`src/rtl/w5300_tx_scheduler.sv`:
```
// Round-robin TX scheduler in front of w5300_entry: grants one of two UDP requesters,
// issues a one-cycle tx_req and follows the busy_n handshake with per-phase timeouts.
module w5300_tx_scheduler #(
   parameter int CLK_FREQ   = 100,
   parameter int TIMEOUT_US = 10000,
   parameter int LEN_WIDTH  = 12
) (
   input  logic                 wclk0,
   input  logic                 rst_n,
   input  logic                 i_init_done,
   input  logic                 i_busy_n,
   input  logic [1:0]           i_req,
   input  logic [LEN_WIDTH-1:0] i_len0,
   input  logic [LEN_WIDTH-1:0] i_len1,
   output logic                 o_tx_req,
   output logic [LEN_WIDTH-1:0] o_tx_len,
   output logic                 o_tx_sel,
   output logic [1:0]           o_ack,
   output logic                 o_err,
   output logic                 o_sched_busy
);

   localparam int TMO = CLK_FREQ * TIMEOUT_US;
   localparam int TW  = $clog2(TMO) + 1;
   localparam logic [TW-1:0] TMO_M1 = TW'(TMO - 1);

   typedef enum logic [2:0] {
      S_WAIT_INIT,
      S_IDLE,
      S_ISSUE,
      S_WAIT_ACC,
      S_WAIT_DONE
   } state_t;

   state_t                 r_state, w_nxt_state;
   logic                   r_rr_last, w_rr_last;
   logic [TW-1:0]          r_timer;
   logic                   r_tx_req, r_tx_sel, r_err, r_sched_busy;
   logic [LEN_WIDTH-1:0]   r_tx_len;
   logic [1:0]             r_ack;

   logic                   w_tx_req, w_tx_sel, w_err, w_timer_clr, w_gsel, w_tmo;
   logic [LEN_WIDTH-1:0]   w_tx_len, w_glen;
   logic [1:0]             w_ack;

   assign w_tmo = (r_timer == TMO_M1);

   always_ff @(posedge wclk0 or negedge rst_n) begin
      if (!rst_n) begin
         r_state      <= S_WAIT_INIT;
         r_rr_last    <= 1'b1;
         r_tx_req     <= 1'b0;
         r_tx_sel     <= 1'b0;
         r_tx_len     <= '0;
         r_ack        <= 2'b00;
         r_err        <= 1'b0;
         r_sched_busy <= 1'b0;
      end else begin
         r_state      <= w_nxt_state;
         r_rr_last    <= w_rr_last;
         r_tx_req     <= w_tx_req;
         r_tx_sel     <= w_tx_sel;
         r_tx_len     <= w_tx_len;
         r_ack        <= w_ack;
         r_err        <= w_err;
         r_sched_busy <= (w_nxt_state != S_IDLE);
      end
   end

   // Saturating phase timer; it only advances while waiting on busy_n.
   always_ff @(posedge wclk0 or negedge rst_n) begin
      if (!rst_n)
         r_timer <= '0;
      else if (w_timer_clr)
         r_timer <= '0;
      else if ((r_state == S_WAIT_ACC || r_state == S_WAIT_DONE) && (r_timer != {TW{1'b1}}))
         r_timer <= r_timer + 1'b1;
   end

   always_comb begin
      w_nxt_state = r_state;
      w_rr_last   = r_rr_last;
      w_tx_req    = 1'b0;
      w_tx_sel    = r_tx_sel;
      w_tx_len    = r_tx_len;
      w_ack       = 2'b00;
      w_err       = 1'b0;
      w_timer_clr = 1'b0;
      w_gsel      = (i_req == 2'b11) ? ~r_rr_last : i_req[1];
      w_glen      = w_gsel ? i_len1 : i_len0;
      if (!i_init_done) begin
         // Losing init abandons any transfer silently.
         w_nxt_state = S_WAIT_INIT;
      end else begin
         case (r_state)
            S_WAIT_INIT: w_nxt_state = S_IDLE;
            S_IDLE: begin
               if (|i_req) begin
                  w_tx_sel = w_gsel;
                  w_tx_len = w_glen;
                  if (w_glen == '0) begin
                     w_err         = 1'b1;
                     w_ack[w_gsel] = 1'b1;
                     w_rr_last     = w_gsel;
                  end else begin
                     w_nxt_state = S_ISSUE;
                     w_tx_req    = 1'b1;
                  end
               end
            end
            S_ISSUE: begin
               w_timer_clr = 1'b1;
               w_nxt_state = S_WAIT_ACC;
            end
            S_WAIT_ACC: begin
               if (!i_busy_n) begin
                  w_timer_clr = 1'b1;
                  w_nxt_state = S_WAIT_DONE;
               end else if (w_tmo) begin
                  w_err       = 1'b1;
                  w_nxt_state = S_IDLE;
               end
            end
            S_WAIT_DONE: begin
               if (i_busy_n) begin
                  w_ack[r_tx_sel] = 1'b1;
                  w_rr_last       = r_tx_sel;
                  w_nxt_state     = S_IDLE;
               end else if (w_tmo) begin
                  w_err       = 1'b1;
                  w_nxt_state = S_IDLE;
               end
            end
            default: w_nxt_state = S_WAIT_INIT;
         endcase
      end
   end

   assign o_tx_req     = r_tx_req;
   assign o_tx_len     = r_tx_len;
   assign o_tx_sel     = r_tx_sel;
   assign o_ack        = r_ack;
   assign o_err        = r_err;
   assign o_sched_busy = r_sched_busy;

endmodule

```
`config.mk`:
```
export PLATFORM = sky130hd
export DESIGN_NAME = w5300_tx_scheduler
export DESIGN_NICKNAME = d
export VERILOG_FILES = /design/src/rtl/w5300_tx_scheduler.sv
export SDC_FILE = /design/constraint.sdc
export NUM_CORES = 1
export LEC_CHECK = 0
export CAP_MARGIN = 5
export CORE_MARGIN = 3
export CORE_UTILIZATION = 50
export DETAILED_ROUTE_END_ITERATION = 16
export PLACE_DENSITY = 0.81
export SYNTH_ARGS = -nofsm -noshare
export SYNTH_HDL_FRONTEND = slang
export SYNTH_SLANG_ARGS = --single-unit
```
`constraint.sdc`:
```
create_clock -name wclk0 -period 3.5 [get_ports wclk0]
set_input_delay 0.7 -clock wclk0 [delete_from_list [all_inputs] [get_ports wclk0]]
set_output_delay 0.7 -clock wclk0 [all_outputs]
set_load 0.01 [all_outputs]
```
==> flow_summary.yaml, run 1 <==
outcome:
  status: "completed"
setup_path:
  critical-path-top-delay-family: "simple AND/OR/NAND/NOR gates"
  required_ns: 3.73
  critical_path_depth: 6
  critPathSlowestCell: "nand2_1"
  critPathLaunchType: "input pin"
  timing.rr.start: "r_state[0]$_DFF_PN0_"
  cp_common_cell: "nor2_1"
  rr_worst_depth: 5
  crit_fanout: 27
  arrival_ns: 2.59
  criticalPathCategory: "input pin to flop"
  end_kind: "flop"
  cp_slowest_stage_delay_ns: 0.53
  worstPathBufferInverterCount: 1
  crit_path_start: "i_req[1]"
  cp_cell_sequence: "clkdlybuf4s50_1, nor2_1, nor3b_1, nand2_1, nor2_1, a31o_2"
clock_network:
  cts.sinks: 43
  clkSlewWorstSetupHoldPaths_ns: 0.08
  ctsRootBufferMaster: "clkbuf_8"
  cts_resized: 0
  numCtsBuffers: 5
  htree_levels: 2
  cts_setup_buffers: 0
  insertion_delay_ns: 0.29
  cts_hold_repair.buffers: 0
  clockBufferDepth: 2
  cts_tree: "done"
die:
  die-area_sq_mm: 0.005797
  core_sq_mm: 0.004564
  start_util: 0.5389
  rows: 24
  io_pins: 48
  fp.dieW_microns: 76.14
  die_height_microns: 76.14
yosys:
  syn_area_sq_mm: 0.002460
  synth_ff_type: "dfrtp_1"
  synthXorXnorAreaFrac: 0.06409
  synth_simple_gate_area_share: 0.2747
  synth_edf_count: 0
  yosysTopAreaCellShare: 0.4273
  synth_top_family_by_area: "simple AND/OR/NAND/NOR gates"
  seq_area_frac_synth: 0.4379
  synth.net_count: 281
  ys_seq_elements: 43
  postSynthAreaPerCell_sq_um: 9.839
  synth_largest_area_cell: "dfrtp_1"
  ys_warn_count: 0
  synthArstFlopShare: 1.000
  synthDistinctLibCells: 57
  yosys.area_share.adder: 0.005086
  syn_inst: 250
  synth_area_leaders: "dfrtp_1 (43%), xnor2_1 (5.3%), mux2i_1 (5.3%)"
  synth_compound_area_frac: 0.1333
  synth.area.mux_share: 0.05748
placed_design:
  dpl_worst_slack_ns: 0.8477
  port_buffers: 47
  gp_congestion: 0.8288
  dp_hpwl_microns: 4232
cells_and_area:
  fin_util: 0.6754
  final_common_cell: "clkdlybuf4s50_1"
  final-seq-area_sq_mm: 0.001077
  diodes: 0
  layout-drive-gt1-share: 0.09764
  final_cell_mix: "clkdlybuf4s50_1 (46), dfrtp_1 (42), nor2_1 (30)"
  syn2layout_area_growth_pct: 25.33
  multi_input_area_sq_mm: 0.001315
  nFillCells: 375
  fin_nets: 328
timing:
  relSlewSlack: 0.3765
  fmax_ghz: 0.4252
  final.period_utilization: 0.6719
  fin_skew_ns: 0.008059
  worst_pin_slew_ns: 0.9352
  final.setup.worst_slack_ns: 1.148
  fin_setup_tns_ns: 0
  setup_viol: 0
  timing_hold_violations_final: 0
  slew_violations: 0
  rsz0062_at_grt: "no"
  fin_crit_ns: 2.352
  timing.hold.ws_ns: 0.4889
route:
  drc_errors: 0
  first_iter_violations: 110
  antenna_left: 0
  num_vias: 2073
  dr.pass1.iters: 4
  routed_wl_microns: 5611
  vias_per_cell: 5.727
  wire_per_inst_microns: 15.50
power:
  vdd_drop_max_uv: 308.7
  powerDensity_mw_per_mm2: 464.1
  leakagePower_uw: 0.001218
grt:
  grt_use_total: 0.2079
  first_global_vias: 2016
  gr-total-overflow: 0
  grt_pass1_wl_microns: 9839
  antenna_found_initial: 0
  grt_max_degree: 44
worst_hold_path:
  hold_path_class: "flop to flop"
  whs_path_depth: 2
  hold_path.startpoint: "o_tx_len[6]$_DFFE_PN0P_"
run:
  maxCapViolations: 0
[power by group]
part	total [uW]	switching, uW	internal [uW]
Sequential	692	95.9	596
Clock	366	157	209
Combinational	373	169	204
Total	1430	421	1010
[state kept, by name, summed over array words and instances, names as in the netlist, 2 cells and up]
register	count
o_ack	2
o_tx_len	12
r_timer	21
r_state	3
[worst min-delay path: stages, from the launching register on]
cell     delay (ns)
dfrtp_1        0.34
nand2_1        0.05
o21ai_1        0.06
[path summary, 6_finish.rpt]
check | slack, ns | endpoint
min reg2reg | 0.49 | o_tx_len[6]$_DFFE_PN0P_
max in group asynchronous | 2.37 | r_timer[6]$_DFFE_PN0P_
min in group asynchronous | 0.55 | o_tx_len[3]$_DFFE_PN0P_
max reg2reg | 1.25 | r_state[1]$_DFF_PN0_
min | 0.49 | o_tx_len[6]$_DFFE_PN0P_
max | 1.15 | r_state[1]$_DFF_PN0_
[cell families (layout without fill, tap and decap cells)]
group | Yosys count | count (layout)
xor gates and xnor gates | 18 | 18
muxes | 14 | 14
DFF | 43 | 43
AOI/OAI and AO/OA | 49 | 49
buffers and inverters | 16 | 63
adders and majority gates | 1 | 1
and+or+nand+nor | 109 | 109
[metrics by stage]
stage	std cells	instance area, sq um	power [uW]
after floorplan	250	2460	868.5
after global placement	355	2980	1062
after detailed placement	355	2980	1074
after CTS	362	3083	1441
after global routing	362	3083	1513
final	362	3083	1431
[synthesized netlist by cell type, types with 2 or more instances]
cell	n
xor2_1	3
dfrtp_1	42
nor4_4	2
nor3_1	2
nor2b_1	2
nor4_2	2
nor3_2	2
nand4b_1	2
nand3_1	9
a21oi_1	8
nand4_1	5
a211oi_1	4
mux2i_1	13
nand2_1	23
a31oi_1	2
o21ai_0	11
a2111oi_2	2
and3_1	3
inv_1	7
nor4_1	8
buf_2	3
xnor2_1	15
and3b_1	2
nor2_1	30
nand3_4	2
nor4b_2	2
a21boi_1	2
o21ai_1	9
clkbuf_1	5
[layout make-up]
| class | count | share of cell area |
|---|---|---|
| Inverter | 7 | 0.008523 |
| Sequential cell | 43 | 0.3494 |
| Timing Repair Buffer | 49 | 0.1558 |
| Tap cell | 65 | 0.02638 |
| Multi-Input combinational cell | 191 | 0.4265 |
| Clock inverter | 1 | 0.009740 |
| Clock buffer | 6 | 0.02354 |
[layer usage]
layer  routed length (microns)  track usage  vias to the layer above  share of wire
li1                          -            -                     1009              -
met1                      2642       0.2905                      988           0.47
met2                      2601       0.3165                       68           0.46
met5                         0            0                        -              0
met3                       283      0.05319                        8          0.050
met4                        83      0.06884                        0          0.015
(Power assumes the default switching activity.)
==> run 2, diff against run 1 <==
--- a/config.mk
+++ b/config.mk
@@ -7,9 +7,9 @@
 export LEC_CHECK = 0
 export CAP_MARGIN = 5
 export CORE_MARGIN = 3
-export CORE_UTILIZATION = 50
+export CORE_UTILIZATION = 47
 export DETAILED_ROUTE_END_ITERATION = 16
-export PLACE_DENSITY = 0.81
+export PLACE_DENSITY = 0.79
 export SYNTH_ARGS = -nofsm -noshare
 export SYNTH_HDL_FRONTEND = slang
 export SYNTH_SLANG_ARGS = --single-unit
==> constraint.sdc (replaced) <==
create_clock -name wclk0 -period 1.9 [get_ports wclk0]
set_input_delay 0.38 -clock wclk0 [delete_from_list [all_inputs] [get_ports wclk0]]
set_output_delay 0.38 -clock wclk0 [all_outputs]
set_load 0.01 [all_outputs]
==> run 2 against run 1 <==
Against the previous run: largest power group unchanged; sequential cell count unchanged; critical path depth decreased by 1; final cell count grew 8.3%; highest routed layer unchanged; critical path type is now flop to flop; clock skew is 0.0013 ns lower; global-route usage shrank 0.28 points; wire length up 4.1%; sequential power up 79%; clock-buffer cell count unchanged; power grew 93%.
==> flow_summary.yaml, run 2 (synthesis gave the netlist of run 1 again) <==
cells_and_area:
  layout-drive-gt1-share: 0.1908
  final_cell_mix: "clkdlybuf4s50_1 (46), dfrtp_1 (42), nor2_1 (30)"
  largest_reg_flops: 21
  syn2layout_area_growth_pct: 35.30
  fin_nets: 355
  final_cells: 392
  fin_util: 0.6821
  stdcell_area_sq_mm: 0.003328
  diodes: 0
  max_flop_register: "r_timer"
  final_common_cell: "clkdlybuf4s50_1"
timing:
  relSlewSlack: 0.7017
  timing_hold_violations_final: 0
  final.period_utilization: 0.9461
  worst_pin_slew_ns: 0.4434
  rsz0062_at_grt: "no"
  fin_skew_ns: 0.006715
  slew_violations: 0
  fin_crit_ns: 1.798
  fmax_ghz: 0.5563
  setup_viol: 0
die:
  rows: 25
  fp.dieW_microns: 78.35
  die_height_microns: 78.35
  start_util: 0.5041
  io_pins: 48
  die-area_sq_mm: 0.006138
  core_sq_mm: 0.004880
setup_path:
  required_ns: 2.08
  arrival_ns: 1.98
  critical-path-top-delay-family: "compound AO/OA/AOI/OAI gates"
  critPathLaunchType: "flop"
  end_kind: "flop"
  rrSetupSlack_ns: 0.10
  criticalPathCategory: "flop to flop"
  cp_slowest_stage_delay_ns: 0.38
  cp_cell_sequence: "buf_4, nand3b_1, a21o_1, a211oi_1, mux2_1"
  crit_fanout: 9
  critPathSlowestCell: "dfrtp_1"
  worstPathBufferInverterCount: 1
route:
  num_vias: 2162
  wl_met1_microns: 2519
  vias_per_cell: 5.515
  wl_met3_microns: 299
  routed.top_layer: "met4"
  drc_errors: 0
  wire_per_inst_microns: 14.90
  antenna_left: 0
  dr.pass1.iters: 4
  first_iter_violations: 113
  wl_met2_microns: 2941
  routed_wl_microns: 5839
power:
  vdd_drop_max_uv: 366.6
  leakagePower_uw: 0.001385
  powerDensity_mw_per_mm2: 830.0
placed_design:
  dp_hpwl_microns: 4541
  placedCellCount: 383
  port_buffers: 47
  gp_congestion: 0.8700
  placed_cell_area_sq_mm: 0.003178
clock_network:
  clkSlewWorstSetupHoldPaths_ns: 0.08
  insertion_delay_ns: 0.30
  htree_levels: 2
  cts_tree: "done"
  cts_hold_repair.buffers: 0
  clockBufferDepth: 2
  ctsRootBufferMaster: "clkbuf_8"
  numCtsBuffers: 5
  cts.sinks: 43
grt:
  grt_pass1_wl_microns: 10060
  grt_max_degree: 25
  gr-total-overflow: 0
  first_global_vias: 2175
  antenna_found_initial: 0
  grt_use_total: 0.2051
outcome:
  status: "completed"
worst_hold_path:
  hold_path_class: "input pin to asynchronous set/reset pin"
run:
  maxCapViolations: 0
run 2: cell types whose count changed in the layout (fill, tap and decap cells not counted):
| cell | previous run | this run |
|---|---|---|
| clkinv_2 | 0 | 1 |
| or3b_4 | 0 | 1 |
| buf_4 | 2 | 29 |
| nor3_1 | 2 | 1 |
| clkbuf_8 | 5 | 6 |
| or3b_1 | 1 | 0 |
| a2111oi_0 | 1 | 0 |
| or3_4 | 0 | 1 |
| clkbuf_1 | 1 | 0 |
| or3_1 | 1 | 0 |
| nor3_4 | 1 | 2 |
| a2111oi_2 | 2 | 3 |
run 2: layout make-up:
class | instances | area [sq um]
Sequential cell | 43 | 1077
Tap cell | 67 | 83.83
Multi-Input combinational cell | 191 | 1340
Clock buffer | 6 | 82.58
Inverter | 7 | 26.28
Clock inverter | 2 | 35.03
Timing Repair Buffer | 76 | 683.2
Fill cell | 391 | 1551
run 2: worst paths after layout:
check | start | endpoint | cells past startpoint
worst max-delay path | r_state[2]$_DFF_PN0_ | r_timer[5]$_DFFE_PN0P_ | 5
max in group asynchronous | rst_n | r_timer[13]$_DFFE_PN0P_ | 2
min in group wclk0 | o_tx_len[2]$_DFFE_PN0P_ | o_tx_len[2]$_DFFE_PN0P_ | 2
worst min-delay path | rst_n | o_tx_req$_DFF_PN0_ | 1
worst max register to register | r_state[2]$_DFF_PN0_ | r_timer[5]$_DFFE_PN0P_ | 5
worst min register to register | o_tx_len[2]$_DFFE_PN0P_ | o_tx_len[2]$_DFFE_PN0P_ | 2
run 2: worst register-to-register path, stage by stage, from the launching register on:
cell,delay [ns]
dfrtp_1,0.38
buf_4,0.17
nand3b_1,0.25
a21o_1,0.30
a211oi_1,0.24
mux2_1,0.34
run 2: metal layers:
layer	global-route usage	vias to the layer above
met5	0	-
met2	0.3408	53
met1	0.2590	1044
li1	-	1058
met3	0.04702	7
met4	0.08042	0
run 2: where the power goes:
group	internal, uW	total (uW)	switching [uW]
Clock	425	732	307
Sequential	1100	1240	147
Combinational	435	786	351
run 2: stage by stage:
stage	setup TNS (ns)	hold WS (ns)	power (uW)	worst slack, ns
floorplan	0	0.08441	1600	0.1400
global placement	-0.3277	0.3359	2013	-0.1062
detailed placement	-0.5315	0.3452	2048	-0.1335
CTS	0	0.01111	2797	0.04711
global route	0	0.02047	2941	0.007193
finish	0	0.01285	2762	0.1024
run 2: timing repair:
| item | in CTS | in global routing |
|---|---|---|
| setup buffers | 0 | 1 |
| endpoints found under the setup margin | 0 | 11 |
| resized for setup | 0 | 6 |
==> run 3, diff against run 2 <==
--- a/config.mk
+++ b/config.mk
@@ -9,6 +9,7 @@
 export CORE_MARGIN = 3
 export CORE_UTILIZATION = 47
 export DETAILED_ROUTE_END_ITERATION = 16
+export GPL_ROUTABILITY_DRIVEN = 0
 export PLACE_DENSITY = 0.79
 export SYNTH_ARGS = -nofsm -noshare
 export SYNTH_HDL_FRONTEND = slang
==> results of run 3 <==
No change in the layout: final DEF, timing and power equal those of run 2.
